<file path="src/rtl/bus_bridge_master_pkg.sv">
// Shared definitions for the bus bridge master: FSM state encodings,
// UART frame field offsets and timeout counter sizing.
package bus_bridge_master_pkg;

  // Transaction FSM states
  localparam logic [2:0] ST_IDLE  = 3'd0;
  localparam logic [2:0] ST_REQ   = 3'd1;
  localparam logic [2:0] ST_ADDR  = 3'd2;
  localparam logic [2:0] ST_WDATA = 3'd3;
  localparam logic [2:0] ST_RWAIT = 3'd4;
  localparam logic [2:0] ST_UTX   = 3'd5;
  localparam logic [2:0] ST_DONE  = 3'd6;

  // UART serialiser/deserialiser states
  localparam logic [1:0] U_IDLE  = 2'd0;
  localparam logic [1:0] U_START = 2'd1;
  localparam logic [1:0] U_DATA  = 2'd2;
  localparam logic [1:0] U_STOP  = 2'd3;

  // Received frame layout {addr, wdata, mode}
  localparam int MODE_BIT  = 0;
  localparam int WDATA_LSB = 1;

  // Watchdog for REQ and RWAIT
  localparam int                   TMO_WIDTH = 16;
  localparam logic [TMO_WIDTH-1:0] TMO_LIMIT = 16'hFFFF;

  // The address sits directly above the write data and the mode bit.
  function automatic int frame_addr_lsb(input int data_width);
    return data_width + WDATA_LSB;
  endfunction

endpackage

</file>
<file path="src/rtl/bus_bridge_master_uart.sv">
// 8N1-style UART with independent TX and RX widths. One start bit (0),
// data LSB first, one stop bit (1). rx_ready pulses for one cycle when a
// frame with a valid stop bit has been received.
module bus_bridge_master_uart
  import bus_bridge_master_pkg::*;
#(
  parameter int CLKS_PER_BIT = 5208,
  parameter int TX_WIDTH     = 8,
  parameter int RX_WIDTH     = 21
) (
  input  logic                clk,
  input  logic                rstn,
  input  logic                tx_en,
  input  logic [TX_WIDTH-1:0] tx_data,
  output logic                tx_busy,
  output logic                tx,
  input  logic                rx,
  output logic                rx_ready,
  output logic [RX_WIDTH-1:0] rx_data
);

  localparam int CW    = $clog2(CLKS_PER_BIT + 1);
  localparam int TXB_W = $clog2(TX_WIDTH + 1);
  localparam int RXB_W = $clog2(RX_WIDTH + 1);

  localparam logic [CW-1:0]    CLK_LAST = CW'(CLKS_PER_BIT - 1);
  localparam logic [CW-1:0]    CLK_HALF = CW'(CLKS_PER_BIT / 2 - 1);
  localparam logic [TXB_W-1:0] TX_LAST  = TXB_W'(TX_WIDTH - 1);
  localparam logic [RXB_W-1:0] RX_LAST  = RXB_W'(RX_WIDTH - 1);

  logic [1:0]          tx_state;
  logic [CW-1:0]       tx_clk;
  logic [TXB_W-1:0]    tx_bit;
  logic [TX_WIDTH-1:0] tx_sh;

  logic [1:0]          rx_state;
  logic [CW-1:0]       rx_clk;
  logic [RXB_W-1:0]    rx_bit;
  logic [RX_WIDTH-1:0] rx_sh;
  logic                rx_meta;
  logic                rx_sync;

  assign tx_busy = (tx_state != U_IDLE);

  // Transmit: start bit, TX_WIDTH data bits LSB first, stop bit
  always_ff @(posedge clk) begin
    if (!rstn) begin
      tx_state <= U_IDLE;
      tx       <= 1'b1;
      tx_clk   <= '0;
      tx_bit   <= '0;
      tx_sh    <= '0;
    end else begin
      case (tx_state)
        U_IDLE: begin
          tx <= 1'b1;
          if (tx_en) begin
            tx_sh    <= tx_data;
            tx       <= 1'b0;
            tx_clk   <= '0;
            tx_state <= U_START;
          end
        end
        U_START: begin
          if (tx_clk == CLK_LAST) begin
            tx_clk   <= '0;
            tx       <= tx_sh[0];
            tx_sh    <= tx_sh >> 1;
            tx_bit   <= '0;
            tx_state <= U_DATA;
          end else begin
            tx_clk <= tx_clk + 1'b1;
          end
        end
        U_DATA: begin
          if (tx_clk == CLK_LAST) begin
            tx_clk <= '0;
            if (tx_bit == TX_LAST) begin
              tx       <= 1'b1;
              tx_state <= U_STOP;
            end else begin
              tx     <= tx_sh[0];
              tx_sh  <= tx_sh >> 1;
              tx_bit <= tx_bit + 1'b1;
            end
          end else begin
            tx_clk <= tx_clk + 1'b1;
          end
        end
        default: begin
          if (tx_clk == CLK_LAST) begin
            tx_clk   <= '0;
            tx_state <= U_IDLE;
          end else begin
            tx_clk <= tx_clk + 1'b1;
          end
        end
      endcase
    end
  end

  // Two-flop synchroniser for the asynchronous RX line (idles high)
  always_ff @(posedge clk) begin
    if (!rstn) begin
      rx_meta <= 1'b1;
      rx_sync <= 1'b1;
    end else begin
      rx_meta <= rx;
      rx_sync <= rx_meta;
    end
  end

  // Receive: confirm start bit at mid-bit, then sample each bit mid-bit
  always_ff @(posedge clk) begin
    if (!rstn) begin
      rx_state <= U_IDLE;
      rx_clk   <= '0;
      rx_bit   <= '0;
      rx_sh    <= '0;
      rx_data  <= '0;
      rx_ready <= 1'b0;
    end else begin
      rx_ready <= 1'b0;
      case (rx_state)
        U_IDLE: begin
          if (!rx_sync) begin
            rx_clk   <= '0;
            rx_state <= U_START;
          end
        end
        U_START: begin
          if (rx_clk == CLK_HALF) begin
            rx_clk   <= '0;
            rx_bit   <= '0;
            rx_state <= rx_sync ? U_IDLE : U_DATA;
          end else begin
            rx_clk <= rx_clk + 1'b1;
          end
        end
        U_DATA: begin
          if (rx_clk == CLK_LAST) begin
            rx_clk <= '0;
            rx_sh  <= {rx_sync, rx_sh[RX_WIDTH-1:1]};
            if (rx_bit == RX_LAST) begin
              rx_state <= U_STOP;
            end else begin
              rx_bit <= rx_bit + 1'b1;
            end
          end else begin
            rx_clk <= rx_clk + 1'b1;
          end
        end
        default: begin
          if (rx_clk == CLK_LAST) begin
            rx_clk   <= '0;
            rx_state <= U_IDLE;
            if (rx_sync) begin
              rx_data  <= rx_sh;
              rx_ready <= 1'b1;
            end
          end else begin
            rx_clk <= rx_clk + 1'b1;
          end
        end
      endcase
    end
  end

endmodule

</file>
<file path="src/rtl/bus_bridge_master.sv">
// Bus bridge master: takes {addr, wdata, mode} frames from UART RX and
// replays them as bit-serial initiator transactions on the local bus.
// Read data is captured serially and returned as one UART TX frame.
// Optional macro BUS_BRIDGE_MASTER_TIMEOUT_EN adds a watchdog on REQ and
// RWAIT (abort the request, or answer a stalled read with all ones).
//
// Handshake: mvalid qualifies mwdata on every cycle it is high, with no
// backpressure once granted; svalid qualifies mrdata and each cycle with
// svalid high delivers exactly one read bit, gaps simply stall capture.
module bus_bridge_master
  import bus_bridge_master_pkg::*;
#(
  parameter int DATA_WIDTH            = 8,
  parameter int ADDR_WIDTH            = 12,
  parameter int UART_CLOCKS_PER_PULSE = 5208
) (
  input  logic clk,
  input  logic rst,
  output logic mbreq,
  input  logic mbgrant,
  output logic mwdata,
  output logic mmode,
  output logic mvalid,
  input  logic mrdata,
  input  logic svalid,
  input  logic sready,
  output logic u_tx,
  input  logic u_rx,
  output logic busy,
  output logic frame_drop
);

  localparam int FRAME_W  = ADDR_WIDTH + DATA_WIDTH + 1;
  localparam int ADDR_LSB = frame_addr_lsb(DATA_WIDTH);
  localparam int MAX_W    = (ADDR_WIDTH > DATA_WIDTH) ? ADDR_WIDTH : DATA_WIDTH;
  localparam int CNT_W    = $clog2(MAX_W + 1);

  localparam logic [CNT_W-1:0] ADDR_LAST = CNT_W'(ADDR_WIDTH - 1);
  localparam logic [CNT_W-1:0] DATA_LAST = CNT_W'(DATA_WIDTH - 1);

  logic [2:0]            state;
  logic [ADDR_WIDTH-1:0] addr_q;
  logic [DATA_WIDTH-1:0] wdata_q;
  logic                  mode_q;
  logic [DATA_WIDTH-1:0] rdata_q;
  logic [CNT_W-1:0]      bit_cnt;

  logic                  rx_ready;
  logic [FRAME_W-1:0]    rx_frame;
  logic                  tx_busy;
  logic                  tx_en;

  // Outputs decode directly from state so they are clean in reset and DONE
  always_comb begin
    busy   = (state == ST_REQ)   || (state == ST_ADDR) || (state == ST_WDATA) ||
             (state == ST_RWAIT) || (state == ST_UTX);
    mbreq  = busy;
    mmode  = busy && mode_q;
    mvalid = (state == ST_ADDR) || (state == ST_WDATA);
    mwdata = 1'b0;
    if (state == ST_ADDR) begin
      mwdata = addr_q[0];
    end else if (state == ST_WDATA) begin
      mwdata = wdata_q[0];
    end
    tx_en      = (state == ST_UTX) && !tx_busy;
    frame_drop = rx_ready && (state != ST_IDLE);
  end

`ifdef BUS_BRIDGE_MASTER_TIMEOUT_EN
  logic [TMO_WIDTH-1:0] tmo_cnt;
  logic                 tmo_hit;
  logic                 tmo_run;

  assign tmo_hit = (tmo_cnt == TMO_LIMIT);
  assign tmo_run = ((state == ST_REQ) && !(mbgrant && sready)) ||
                   ((state == ST_RWAIT) && mbgrant && !svalid);

  // Watchdog counts idle waiting cycles, cleared by progress or state change
  always_ff @(posedge clk) begin
    if (rst) begin
      tmo_cnt <= '0;
    end else if (tmo_run && !tmo_hit) begin
      tmo_cnt <= tmo_cnt + 1'b1;
    end else begin
      tmo_cnt <= '0;
    end
  end
`endif

  // Transaction FSM with address/write shifters and read capture
  always_ff @(posedge clk) begin
    if (rst) begin
      state   <= ST_IDLE;
      addr_q  <= '0;
      wdata_q <= '0;
      mode_q  <= 1'b0;
      rdata_q <= '0;
      bit_cnt <= '0;
    end else begin
      case (state)
        ST_IDLE: begin
          if (rx_ready) begin
            addr_q  <= rx_frame[ADDR_LSB +: ADDR_WIDTH];
            wdata_q <= rx_frame[WDATA_LSB +: DATA_WIDTH];
            mode_q  <= rx_frame[MODE_BIT];
            rdata_q <= '0;
            bit_cnt <= '0;
            state   <= ST_REQ;
          end
        end
        ST_REQ: begin
          if (mbgrant && sready) begin
            bit_cnt <= '0;
            state   <= ST_ADDR;
          end
`ifdef BUS_BRIDGE_MASTER_TIMEOUT_EN
          else if (tmo_hit) begin
            state <= ST_DONE;
          end
`endif
        end
        ST_ADDR: begin
          if (!mbgrant) begin
            state <= ST_DONE;
          end else begin
            addr_q <= addr_q >> 1;
            if (bit_cnt == ADDR_LAST) begin
              bit_cnt <= '0;
              state   <= mode_q ? ST_WDATA : ST_RWAIT;
            end else begin
              bit_cnt <= bit_cnt + 1'b1;
            end
          end
        end
        ST_WDATA: begin
          if (!mbgrant) begin
            state <= ST_DONE;
          end else begin
            wdata_q <= wdata_q >> 1;
            if (bit_cnt == DATA_LAST) begin
              state <= ST_DONE;
            end else begin
              bit_cnt <= bit_cnt + 1'b1;
            end
          end
        end
        ST_RWAIT: begin
          if (!mbgrant) begin
            state <= ST_DONE;
          end else if (svalid) begin
            rdata_q <= {mrdata, rdata_q[DATA_WIDTH-1:1]};
            if (bit_cnt == DATA_LAST) begin
              state <= ST_UTX;
            end else begin
              bit_cnt <= bit_cnt + 1'b1;
            end
          end
`ifdef BUS_BRIDGE_MASTER_TIMEOUT_EN
          else if (tmo_hit) begin
            rdata_q <= '1;
            state   <= ST_UTX;
          end
`endif
        end
        ST_UTX: begin
          if (!tx_busy) begin
            state <= ST_DONE;
          end
        end
        default: begin
          state <= ST_IDLE;
        end
      endcase
    end
  end

  bus_bridge_master_uart #(
    .CLKS_PER_BIT (UART_CLOCKS_PER_PULSE),
    .TX_WIDTH     (DATA_WIDTH),
    .RX_WIDTH     (FRAME_W)
  ) u_uart (
    .clk      (clk),
    .rstn     (~rst),
    .tx_en    (tx_en),
    .tx_data  (rdata_q),
    .tx_busy  (tx_busy),
    .tx       (u_tx),
    .rx       (u_rx),
    .rx_ready (rx_ready),
    .rx_data  (rx_frame)
  );

endmodule

</file>
<file path="config.mk">
export PLATFORM = sky130hd
export DESIGN_NAME = bus_bridge_master
export DESIGN_NICKNAME = d
export VERILOG_FILES = /design/src/rtl/bus_bridge_master_pkg.sv /design/src/rtl/bus_bridge_master_uart.sv /design/src/rtl/bus_bridge_master.sv
export SDC_FILE = /design/constraint.sdc
export NUM_CORES = 1
export LEC_CHECK = 0
export ABC_AREA = 1
export CORE_ASPECT_RATIO = 0.9
export CORE_MARGIN = 3
export CORE_UTILIZATION = 62
export CTS_BUF_LIST = sky130_fd_sc_hd__clkbuf_16
export DETAILED_ROUTE_END_ITERATION = 8
export HOLD_SLACK_MARGIN = 0.05
export PLACE_DENSITY = 0.8
export SYNTH_ARGS = -nofsm -noshare
export SYNTH_HDL_FRONTEND = slang
export SYNTH_SLANG_ARGS = --single-unit
</file>
<file path="constraint.sdc">
create_clock -name clk -period 2 [get_ports clk]
set_input_delay 0.4 -clock clk [delete_from_list [all_inputs] [get_ports clk]]
set_output_delay 0.4 -clock clk [all_outputs]
set_load 0.005 [all_outputs]
</file>
* After elaboration in Yosys (flattened, before gate mapping)
Cells that the tools add are included.
** Word-level totals
- Word-level logic and storage cells :: 175
- Register bits after elaboration :: 129
- Input bits :: 7
- Output and inout bits :: 7
** Cells by class
- Muxes and demuxes :: 72
- Eq/ne operators :: 37
- Add/subtract/negate cells :: 5
- Bitwise logic cells :: 2
- Reduce and logical (&&, ||, !) cells :: 40
** Operator list (count)
- 2-to-1 mux 13 bit :: 6
- 2-to-1 mux 8 bit :: 9
- 2-to-1 mux 4 bit :: 11
- 2-to-1 mux 3 bit :: 11
- case mux 8 bit (2 select lines) :: 2
- adder 13 x 1 -> 13 bit (second input constant) :: 2
- == test 13 bit (second input constant) :: 2
- case mux 13 bit (2 select lines) :: 1
- 2-to-1 mux 12 bit :: 2
- case mux 12 bit (2 select lines) :: 1
- case mux 8 bit (3 select lines) :: 1
- 2-to-1 mux 2 bit :: 11
- case mux 4 bit (5 select lines) :: 1
- != test 2 bit (second input constant) :: 9
- case mux 3 bit (6 select lines) :: 1
- != test 2 x 1 -> 1 bit (second input constant) :: 8
- 2-to-1 mux 5 bit :: 3
- AND reduction 5 bit :: 3
- AND reduction 7 bit :: 2
- nonzero test 2 bit :: 7
- == test 13 x 12 -> 1 bit (second input constant) :: 1
- case mux 2 bit (3 select lines) :: 2
- AND reduction 3 bit :: 4
- AND reduction 4 bit :: 3
- other kinds (27) :: 53

* Logic depth before layout (Yosys ltp)
- Word-level depth :: 6
- Depth in mapped cells :: 11
- Mapped depth without buffers :: 11

* Cells and area by module
A second synthesis with hierarchy kept.
** Second synthesis, totals
- Cells, all modules :: 883
- Area, all modules :: 6284.8 um^2
** By module, submodules not included
- bus_bridge_master_uart :: instances 1, area each 4371.7 um^2, sequential area each 1861.8 um^2, cells an instance 598
- bus_bridge_master :: instances 1, area each 1913.1 um^2, sequential area each 720.7 um^2, cells an instance 285

* Least setup slack after synthesis
No wires, ideal clock.
- Kind :: register to output
- Start point :: register state[2]
- End point :: output mbreq
- Data arrival time :: 1319 ps
- Required time :: 1600 ps
- Stages on the path, launching flop included :: 7
- Buffers on the path :: 3
- Setup slack :: 281 ps
- Path through :: dfxtp_1 > inv_2 > nand3_1 > buf_2 > buf_2 > o2111ai_1 > buf_4
** Between the ends
- Longest elaborated chain between the ends :: 5
- Elaborated cells between the ends (all ways) :: 9
- Classes of those cells :: 5 x eq/ne; 4 x reduce/logical
** RTL lines
- start, declared :: line bus_bridge_master.sv:41 : logic [2:0] state;
- start signal, assigned :: line bus_bridge_master.sv:130 : state <= mode_q ? ST_WDATA : ST_RWAIT;
- == test 3 x 1 -> 1 bit / == test 3 x 2 -> 1 bit (equally long branches) :: line bus_bridge_master.sv:55 : busy = (state == ST_REQ) || (state == ST_ADDR) || (state == ST_WDATA) ||
- logical OR 1 bit (3 in series) :: line bus_bridge_master.sv:55
- logical OR 1 bit * :: line bus_bridge_master.sv:56 : (state == ST_RWAIT) || (state == ST_UTX);
- end, declared :: line bus_bridge_master.sv:19 : output logic mbreq,
Every way passes the cells marked *; elsewhere a longest branch is shown, timed or not.

* Final worst setup path
- Start point :: register state[1]
- End point :: output mmode
** Between the ends
- Longest elaborated chain between the ends :: 6
- Elaborated cells between the ends (all ways) :: 10
- Classes of those cells :: 5 x eq/ne; 5 x reduce/logical
** RTL lines
- == test 3 x 1 -> 1 bit / == test 3 x 2 -> 1 bit (equally long branches) :: line bus_bridge_master.sv:55
- logical OR 1 bit (3 in series) :: line bus_bridge_master.sv:55
- logical OR 1 bit * :: line bus_bridge_master.sv:56
- logical AND 1 bit * :: line bus_bridge_master.sv:58 : mmode = busy && mode_q;
- end, declared :: line bus_bridge_master.sv:22 : output logic mmode,
Marks and branches as above.

==> results_dict.tcl <==
set metrics [dict create \
    diodes 0 \
    synth_xor_area_share_pct 1.26 \
    sw_frac_of_total_pct 35.2 \
    syn_area_um2 6230 \
    instances_no_fill 1048 \
    drcViolationCount 0 \
    via_count 5706 \
    fp.dieArea_um2 11300 \
    yosys.area_share.adder_pct 2.01 \
    clk_pin_slew_ns 0.06 \
    area.growth.synth_to_final_pct 14.9 \
    grt_overflow_total 0 \
    cts-buffers-inserted 17 \
    ctsHtreeMaxLevel 4 \
    synth_area_leaders "dfxtp_1, nand2_1, inv_1" \
    hold_class "reg -> reg" \
    die_h_um 101 \
    synth_nets 906 \
    min_period_ns 1.91 \
    setup_viol 0 \
    syn-mean-instance-area_um2 7.01 \
    tns_ns 0 \
    synthMuxAreaShare_pct 0 \
    place_area_um2 6450 \
    grt_max_degree 58 \
    grt_antenna_before_repair 0 \
    die_x_um 112 \
    status "finished clean" \
    seq_area_frac_synth_pct 41.4 \
    nNetsFinal 926 \
    finalMaxSlewViolations 0 \
    synth_common_cells "nand2_1, dfxtp_1, inv_1, nor2_1, a21oi_1" \
    clkLatencyLatePin_ns 0.41 \
    synth_edf_count 0 \
    place_hpwl_um 9170 \
    final_cell_area_um2 7160 \
    cts_tree "done" \
    cp-start-kind "flop" \
    cp.arrival_ns 1.51 \
    grt_pass1_wl_um 23300 \
    max_freq_mhz 523 \
    crit_fanout 8 \
    ir_worst_vdd_mv 0.810 \
    synth_top_cell_by_area "dfxtp_1" \
    cts_buffer_depth 2 \
    grt_pass1_vias 5352 \
    port-buffer-count 13 \
    synth-compound-area-share_pct 14.2 \
    dp_cells 1011 \
    postSynthCellCount 889 \
    core_area_um2 9740 \
    cp.required_ns 1.60 \
    cts_hold_buf 0 \
    worstSetupEndpointType "output port" \
    p_clk_share_pct 36.7 \
    drt-initial-drc-count 562 \
    yosys.cell_count.top_type "nand2_1" \
    yosys.area_share.simple_pct 30.4 \
    cts_root_buf "clkbuf_16" \
    fill_cells 753 \
    rows 34 \
    drive_gt1_share_pct 11.5 \
    ff2ff_setup_slack_ns 0.17 \
    fin_skew_ns 0.00814 \
    comb_power_share_pct 28.6 \
    first_pass_iters 5 \
    yosysTopAreaCellShare_pct 41.4 \
    synth-main-ff-cell "dfxtp_1" \
    tightest_slew_ns 0.640 \
    gp_congestion 0.983 \
    finalCritPeriodShare_pct 95.6 \
    ioPinCount 14 \
    rsz0062_at_grt "false" \
    power.switching_uw 3030 \
    initial_core_util_pct 64.0 \
    crit_type "reg -> out" \
    wl_per_cell_um 13.3 \
    grt_use_total_pct 24.9 \
    synth_cell_types 39 \
    seqPwrFrac_pct 34.6 \
    async_flop_share_pct 0 \
    intPower_uw 5580 \
    drv_cap 0 \
    routed_wl_um 13900 \
    power.leakage_uw 0.00285 \
    yosysWarnings 0 \
    relSlewSlack_pct 57.3 \
    ant_nets 0 \
    hold_viol_final 0 \
    synth_top_family_by_area "simple AND/OR/NAND/NOR gates" \
    p_per_area_nw_per_um2 1200 \
    clock-sinks 129 \
    detail_route.vias_per_cell 5.44 \
    synth-seq-cells 129 \
]
-- power groups by stage --
| stage | Combinational, uW | Clock [uW] | Sequential, uW |
|---|---|---|---|
| 2_1_floorplan | 1830 | 0 | 2960 |
| 3_3_place_gp | 2260 | 0 | 2980 |
| 3_5_place_dp | 2330 | 0 | 2990 |
| 4_1_cts | 2410 | 3210 | 2980 |
| 5_1_grt | 2760 | 3300 | 3010 |
| 6_report | 2470 | 3160 | 2980 |
-- routing by layer --
layer	vias to the layer above	global-route usage, %	wire (um)
met4	0	11.0	251
met5	-	0	0
met2	132	42.8	6830
met1	2601	30.8	6350
li1	2944	-	-
met3	29	4.56	515
-- worst max-delay path, stage by stage, from the launching register on --
cell and delay (ns):
dfxtp_4 0.42, inv_6 0.07, nand3_2 0.09, o2111ai_2 0.14
nand2_1 0.09, inv_1 0.04, dlygate4sd2_1 0.25
-- stage by stage --
stage / util, % / total power, uW / hold WS, ns / setup slack (ns)
floorplan: - / 4800 / 0.389 / 0.281
CTS: 73.4 / 8600 / 0.412 / 0.00279
global route: 73.5 / 9070 / 0.425 / 0.00327
finish: 73.5 / 8610 / 0.412 / 0.0889
detailed placement: 66.2 / 5320 / 0.401 / 0.130
global placement: 66.2 / 5240 / 0.393 / 0.174
-- cells by family (layout without fill, tap and decap cells) --
kind of cell    after synthesis  in the layout
simple gates                423            423
compound gates              167            167
buf+inv                     151            184
flops                       129            129
fa+ha+maj                    10             10
xor+xnor                      9              9
-- registers in the layout, summed over array words and instances (netlist names) --
register / cells
u_uart.tx_sh: 8
mode_q: 1
u_uart.tx_bit: 4
state: 3
u_uart.rx_state: 2
addr_q: 12
wdata_q: 8
u_uart.rx_ready: 1
u_uart.rx_clk: 13
u_uart.tx_clk: 13
rdata_q: 8
u_uart.tx: 1
u_uart.rx_sync: 1
u_uart.rx_bit: 5
u_uart.tx_state: 2
u_uart.rx_sh: 21
bit_cnt: 4
u_uart.rx_meta: 1
u_uart.rx_data: 21
-- worst paths after layout --
path | start | end | cells past startpoint
worst max-delay path | state[1] | mmode | 6
worst min register to register | u_uart.rx_meta | u_uart.rx_sync | 1
worst min-delay path | u_uart.rx_meta | u_uart.rx_sync | 1
worst max register to register | u_uart.rx_clk[0] | u_uart.rx_data[7] | 7
-- repair_timing --
| item | in CTS | in global routing |
|---|---|---|
| endpoints found under the hold margin | 0 | 0 |
| gates resized for setup | 24 | 3 |
| endpoints found under the setup margin | 6 | 6 |
| buffers inserted | 5 | 0 |
| pin swaps | 1 | 0 |
-- layout make-up --
type                    count  area [um2]  area share (%)
multi-input cells         609        3030            42.3
flip-flops and latches    129        2590            36.2
inverters                 119         462            6.45
clock buffers              17         425            5.94
repair buffers             33         309            4.32
clock inverters            15         186            2.60
well taps                 126         158            2.20
-- placed cells by master, fill, tap and decap left out, types with 5 or more instances in the layout --
cell type / netlist / final
nor2_2: 4 / 6
ha_1: 10 / 10
nand4_1: 12 / 12
o21ai_0: 66 / 66
dlygate4sd2_1: 0 / 5
clkdlybuf4s50_1: 0 / 6
nand2_1: 176 / 175
dfxtp_1: 129 / 126
o21ai_1: 6 / 6
inv_1: 107 / 107
buf_4: 3 / 17
a21oi_1: 70 / 70
nand3_2: 5 / 5
inv_2: 11 / 8
xor2_1: 6 / 6
clkinv_4: 0 / 6
nor3_1: 51 / 51
nor2_1: 102 / 100
nand2_2: 11 / 12
clkbuf_16: 0 / 17
a31oi_1: 7 / 7
o22ai_1: 8 / 8
nand3_1: 48 / 46
(Power assumes the default switching activity.)
